`src/rtl/pmp_walker.sv`:
```
// Sequential PMP checker: walks PMP entries in priority order with two shared
// matchers (first byte, last byte) and returns allow/deny plus the deciding entry.

module pmp_entry #(
    parameter int unsigned PLEN            = 56,
    parameter int unsigned PMP_LEN         = 54,
    parameter int unsigned PMP_GRANULARITY = 0
) (
    input  logic [PLEN-1:0]    addr_i,
    input  logic [PMP_LEN-1:0] conf_addr_i,
    input  logic [PMP_LEN-1:0] conf_addr_prev_i,
    input  logic [1:0]         conf_addr_mode_i,
    output logic               match_o
);
    localparam int unsigned W = (PLEN > PMP_LEN + 2) ? PLEN : PMP_LEN + 2;

    logic [W-1:0]       addr_w;
    logic [W-1:0]       base_w;
    logic [W-1:0]       prev_w;
    logic [W-1:0]       napot_size;
    logic [PMP_LEN-1:0] trailing;

    always_comb begin
        addr_w   = W'(addr_i);
        base_w   = W'({conf_addr_i, 2'b00});
        prev_w   = W'({conf_addr_prev_i, 2'b00});
        // trailing ones of pmpaddr plus the first zero give the NAPOT region size
        trailing   = conf_addr_i ^ (conf_addr_i + PMP_LEN'(1));
        napot_size = W'({trailing, 2'b11});
        match_o  = 1'b0;
        case (conf_addr_mode_i)
            2'b01:   match_o = (addr_w >= prev_w) && (addr_w < base_w);
            2'b10:   match_o = (PMP_GRANULARITY == 0) && (addr_w[W-1:2] == base_w[W-1:2]);
            2'b11:   match_o = (addr_w & ~napot_size) == (base_w & ~napot_size);
            default: match_o = 1'b0;
        endcase
    end
endmodule

module pmp_walker #(
    parameter int unsigned PLEN           = 56,
    parameter int unsigned PMP_LEN        = 54,
    parameter int unsigned NR_ENTRIES     = 16,
    parameter int unsigned PMPGranularity = 0
) (
    input  logic                          clk_i,
    input  logic                          rst_i,
    input  logic                          req_valid_i,
    output logic                          req_ready_o,
    input  logic [PLEN-1:0]               req_addr_i,
    input  logic [12:0]                   req_len_i,
    input  logic [1:0]                    req_access_i,
    input  logic [NR_ENTRIES*PMP_LEN-1:0] conf_addr_i,
    input  logic [NR_ENTRIES*8-1:0]       conf_cfg_i,
    output logic                          rsp_valid_o,
    input  logic                          rsp_ready_i,
    output logic                          rsp_allow_o,
    output logic                          rsp_hit_o,
    output logic [$clog2(NR_ENTRIES)-1:0] rsp_idx_o
);
    localparam int unsigned IDX_W = $clog2(NR_ENTRIES);

    typedef enum logic [1:0] {IDLE, SCAN, RESP} state_t;

    state_t             state;
    logic [PLEN-1:0]    addr_q;
    logic [PLEN-1:0]    last_q;
    logic [1:0]         access_q;
    logic [IDX_W-1:0]   idx_q;
    logic               ovf_q;
    logic [PLEN:0]      last_full;

    logic [PMP_LEN-1:0] addr_arr [NR_ENTRIES];
    logic [7:0]         cfg_arr  [NR_ENTRIES];
    logic [PMP_LEN-1:0] cur_addr;
    logic [PMP_LEN-1:0] prev_addr;
    logic [7:0]         cur_cfg;
    logic               match_a;
    logic               match_b;
    logic               unused_cfg;

    for (genvar i = 0; i < NR_ENTRIES; i++) begin : g_unpack
        assign addr_arr[i] = conf_addr_i[i*PMP_LEN +: PMP_LEN];
        assign cfg_arr[i]  = conf_cfg_i[i*8 +: 8];
    end

    always_comb begin
        cur_addr  = addr_arr[idx_q];
        cur_cfg   = cfg_arr[idx_q];
        prev_addr = (idx_q == '0) ? '0 : addr_arr[idx_q - 1'b1];
        last_full = {1'b0, req_addr_i} + (PLEN+1)'(req_len_i);
    end

    assign unused_cfg  = ^{cur_cfg[7:5], cur_cfg[2]};
    assign req_ready_o = (state == IDLE) && !rst_i;

    pmp_entry #(
        .PLEN            (PLEN),
        .PMP_LEN         (PMP_LEN),
        .PMP_GRANULARITY (PMPGranularity)
    ) u_entry_first (
        .addr_i           (addr_q),
        .conf_addr_i      (cur_addr),
        .conf_addr_prev_i (prev_addr),
        .conf_addr_mode_i (cur_cfg[4:3]),
        .match_o          (match_a)
    );

    pmp_entry #(
        .PLEN            (PLEN),
        .PMP_LEN         (PMP_LEN),
        .PMP_GRANULARITY (PMPGranularity)
    ) u_entry_last (
        .addr_i           (last_q),
        .conf_addr_i      (cur_addr),
        .conf_addr_prev_i (prev_addr),
        .conf_addr_mode_i (cur_cfg[4:3]),
        .match_o          (match_b)
    );

    always_ff @(posedge clk_i) begin
        if (rst_i) begin
            state       <= IDLE;
            rsp_valid_o <= 1'b0;
            rsp_allow_o <= 1'b0;
            rsp_hit_o   <= 1'b0;
            rsp_idx_o   <= '0;
            idx_q       <= '0;
            ovf_q       <= 1'b0;
        end else begin
            case (state)
                IDLE: begin
                    if (req_valid_i) begin
                        addr_q   <= req_addr_i;
                        last_q   <= last_full[PLEN-1:0];
                        ovf_q    <= last_full[PLEN];
                        access_q <= req_access_i;
                        idx_q    <= '0;
                        state    <= SCAN;
                    end
                end
                SCAN: begin
                    // a wrapping access spends one cycle here so its response
                    // timing matches an entry-0 decision, but no entry is consulted
                    if (ovf_q) begin
                        state       <= RESP;
                        rsp_valid_o <= 1'b1;
                        rsp_allow_o <= 1'b0;
                        rsp_hit_o   <= 1'b0;
                        rsp_idx_o   <= '0;
                    end else if (match_a && match_b) begin
                        state       <= RESP;
                        rsp_valid_o <= 1'b1;
                        rsp_allow_o <= (access_q & ~cur_cfg[1:0]) == 2'b00;
                        rsp_hit_o   <= 1'b1;
                        rsp_idx_o   <= idx_q;
                    end else if (match_a ^ match_b) begin
                        state       <= RESP;
                        rsp_valid_o <= 1'b1;
                        rsp_allow_o <= 1'b0;
                        rsp_hit_o   <= 1'b1;
                        rsp_idx_o   <= idx_q;
                    end else if (idx_q == IDX_W'(NR_ENTRIES - 1)) begin
                        state       <= RESP;
                        rsp_valid_o <= 1'b1;
                        rsp_allow_o <= 1'b0;
                        rsp_hit_o   <= 1'b0;
                        rsp_idx_o   <= idx_q;
                    end else begin
                        idx_q <= idx_q + 1'b1;
                    end
                end
                RESP: begin
                    if (rsp_ready_i) begin
                        rsp_valid_o <= 1'b0;
                        state       <= IDLE;
                    end
                end
                default: state <= IDLE;
            endcase
        end
    end
endmodule

```
`config.mk`:
```
export PLATFORM = sky130hd
export DESIGN_NAME = pmp_walker
export DESIGN_NICKNAME = d
export VERILOG_FILES = /design/src/rtl/pmp_walker.sv
export SDC_FILE = /design/constraint.sdc
export NUM_CORES = 1
export LEC_CHECK = 0
export BUFFER_PORTS_ARGS = -buffer_cell sky130_fd_sc_hd__clkbuf_2
export CAP_MARGIN = 20
export CORE_AREA = 2 2 420 422
export DETAILED_ROUTE_END_ITERATION = 6
export DIE_AREA = 0 0 422 424
export PLACE_DENSITY = 0.4
export SYNTH_ARGS = -nofsm -noshare
export SYNTH_HDL_FRONTEND = slang
export SYNTH_SLANG_ARGS = --single-unit
```
`constraint.sdc`:
```
create_clock -name clk_i -period 7.7 [get_ports clk_i]
set_clock_uncertainty 0.1 [all_clocks]
set_input_delay 1.54 -clock clk_i [delete_from_list [all_inputs] [get_ports clk_i]]
set_output_delay 1.54 -clock clk_i [all_outputs]
set_load 0.005 [all_outputs]
```
==> flow_summary.toml <==
[place]
place_ws_ns = -0.444
place_area_mm2 = 0.0389
placedCellCount = 6166
dp_hpwl_um = 191000
port_buffers = 1010
routabilityCongestion = 0.999

[setup_path]
path_max_fanout = 3
path_class = "in2reg"
cp.required_ns = 7.99
path_delay_family = "simple AND/OR/NAND/NOR gates"
cp_common_cell = "buf_4"
end_kind = "flop"
slowest_delay_ns = 0.57
cp_data_arrival_time_ns = 7.71
cp_num_buf_inv = 7
critPathSlowestCell = "or4b_4"
critPathLaunchType = "input pin"

[cells_and_area]
final_nets = 5202
final_common_cell = "clkbuf_2"
layout_common_cells = "clkbuf_2, mux4_2, buf_4"
drive_gt1_share_pct = 50.2
stdcell_count = 6274
synthToLayoutAreaGrowth_pct = 38.1
design_area_mm2 = 0.0398

[sta]
worstMarginPinSlew_ns = 1.03
max_freq_mhz = 135
setup_violations = 0
finalWorstSetupSlack_ns = 0.286
maxSlewHeadroom_pct = 31.1
final_max_slew_viol_count = 0
hold_viol_final = 0
rsz0062_at_grt = "false"
period_needed_ns = 7.41
period_share_pct = 96.3

[floorplanning]
io_pins = 1075
dieArea_mm2 = 0.179
die_w_um = 422
row_count = 154
core_area_mm2 = 0.175
dieHeight_um = 424
initial_core_util_pct = 16.5

[logic_synthesis]
ys_seq_area_share_pct = 12.9
synth_area_per_cell_um2 = 10.9
synthFlopType = "edfxtp_1"
ys_types = 83
ys_ff_latch = 128
yosysWarnings = 0
synthArstFlopShare_pct = 0
synthCells = 2636
syn_area_mm2 = 0.0288
synthesis.nets = 3991
synth_enable_flop_cells = 114

[global_routing]
grt_first_pass_wirelength_um = 276000
grt_usage_pct = 22.9
antenna_found_initial = 236
grt_max_degree = 78
grt-ovfl-total = 0
grt_pass1_vias = 30359

[pwr]
sw_frac_of_total_pct = 43.2
switchingPower_mw = 2.30
pwr-share-seq_pct = 16.5
combPwrFrac_pct = 67.0
clkPwrFrac_pct = 16.5
p_int_mw = 3.03
power.static_leakage_nw = 16.6
power_mw = 5.33
p_per_area_mw_per_mm2 = 134
peakVddDrop_mv = 0.133

[clocking]
cts_max_level = 4
cts_tree = "built"
clockRootBuffer = "clkbuf_16"
ctsHoldBuffers = 0
cts_sinks = 128
numCtsBuffers = 17
cts.reportedPaths.clkPinSlew_ns = 0.08
clock_path_buffers = 2
clock_insertion_delay_worst_skew_ns = 0.47

[detailed_routing]
drt-wirelength-per-cell_um = 34.0
drc = 0
wl_um = 213000
route.antenna.remaining_nets = 0
firstDrtPassIters = 5
via_count = 31222
drt_iter0_drc = 3118
detail_route.vias_per_cell = 4.98

[run_status]
outcome = "complete, no violations"

[hold_path]
hp-class = "reg2reg"

[flow_run]
drv_cap = 0
==> synth_stat cells, types with 12 or more instances <==
library cell  instances  share of area [%]
a22oi_1              13               0.34
nand3_1              61                1.1
ha_1                287                 12
clkbuf_1             70               0.91
xor2_1               81                2.5
inv_1                90                1.2
a211oi_1             12               0.31
xnor2_1             122                3.7
nor2b_1              22               0.48
dfxtp_1              14               0.97
o21ai_0              58                1.0
nand2_1             275                3.6
a21oi_1              86                1.5
buf_4                12               0.31
and3_1               23               0.50
mux4_2              416                 33
buf_2                53               0.92
nor4_1               19               0.41
o211ai_1             65                1.7
nor2_1              106                1.4
a21o_1               70                1.8
mux4_1               15                1.4
nand4_1              76                1.7
a221oi_1             16               0.49
mux2_2               93                3.6
mux2i_1             169                5.9
buf_6                19               0.74
nand2b_1             17               0.37
nor3_1               24               0.42
edfxtp_1            114                 12
==> repair_timing <==
action	in CTS	in global routing
endpoints found under the setup margin	0	12
buffers inserted	0	2
gates resized for setup	0	10
==> sequential cells by signal, indices dropped and copies added (netlist names) <==
| signal | count |
|---|---|
| addr_q | 56 |
| last_q | 56 |
| idx_q | 4 |
| rsp_idx_o | 4 |
| access_q | 2 |
| state | 2 |
| ovf_q | 1 |
| rsp_allow_o | 1 |
| rsp_hit_o | 1 |
| rsp_valid_o | 1 |
==> final timing paths <==
check / from / endpoint / slack [ns] / depth (start not counted)
min: rsp_allow_o / rsp_allow_o / 0.37 / 2
min reg2reg: rsp_allow_o / rsp_allow_o / 0.37 / 2
max: conf_addr_i[499] / idx_q[2] / 0.29 / 32
max reg2reg: idx_q[0] / idx_q[2] / 0.47 / 31
==> final cells by class <==
class	count	area, um2
Fill cell	19239	135000
Multi-Input combinational cell	2242	23900
Timing Repair Buffer	1364	8140
Sequential cell	128	3720
Tap cell	2340	2930
Clock buffer	19	433
Inverter	94	358
Antenna cell	74	185
Clock inverter	13	163
==> tightest hold or removal path, stage by stage (launching register included) <==
cell and delay (ns):
dfxtp_1 0.32, nand2_1 0.05, a21oi_1 0.05
==> per-stage QoR <==
step                utilization (%)  hold slack [ns]  TNS (ns)
floorplan                         -            0.348         0
global placement               22.3            0.348     -2.74
detailed placement             22.3            0.353     -3.17
CTS                            22.6            0.372         0
global route                   22.7            0.421         0
finish                         22.7            0.372         0
==> per-layer routing <==
layer	track usage [%]	vias up	routed length [um]
li1	-	13154	-
met4	7.05	168	6710
met3	9.70	481	23700
met2	38.4	1821	103000
met1	26.2	15598	78900
met5	0	-	1030
==> power by group through the flow <==
stage,registers (mW),clock network [mW],logic (mW)
4_1_cts,0.879,0.896,3.55
3_3_place_gp,0.894,0,3.52
3_5_place_dp,0.893,0,3.53
6_report,0.879,0.881,3.57
5_1_grt,0.881,0.924,3.82
2_1_floorplan,0.851,0,2.09
==> logic make-up after synthesis <==
group,after synthesis,synth area share (%)
muxes,694,43.5
and+or+nand+nor,668,11.1
AOI/OAI and AO/OA,389,9.23
adders and majority gates,288,12.5
buffers and inverters,266,4.70
xor gates and xnor gates,203,6.17
DFF,128,12.9
(Power assumes the default switching activity.)
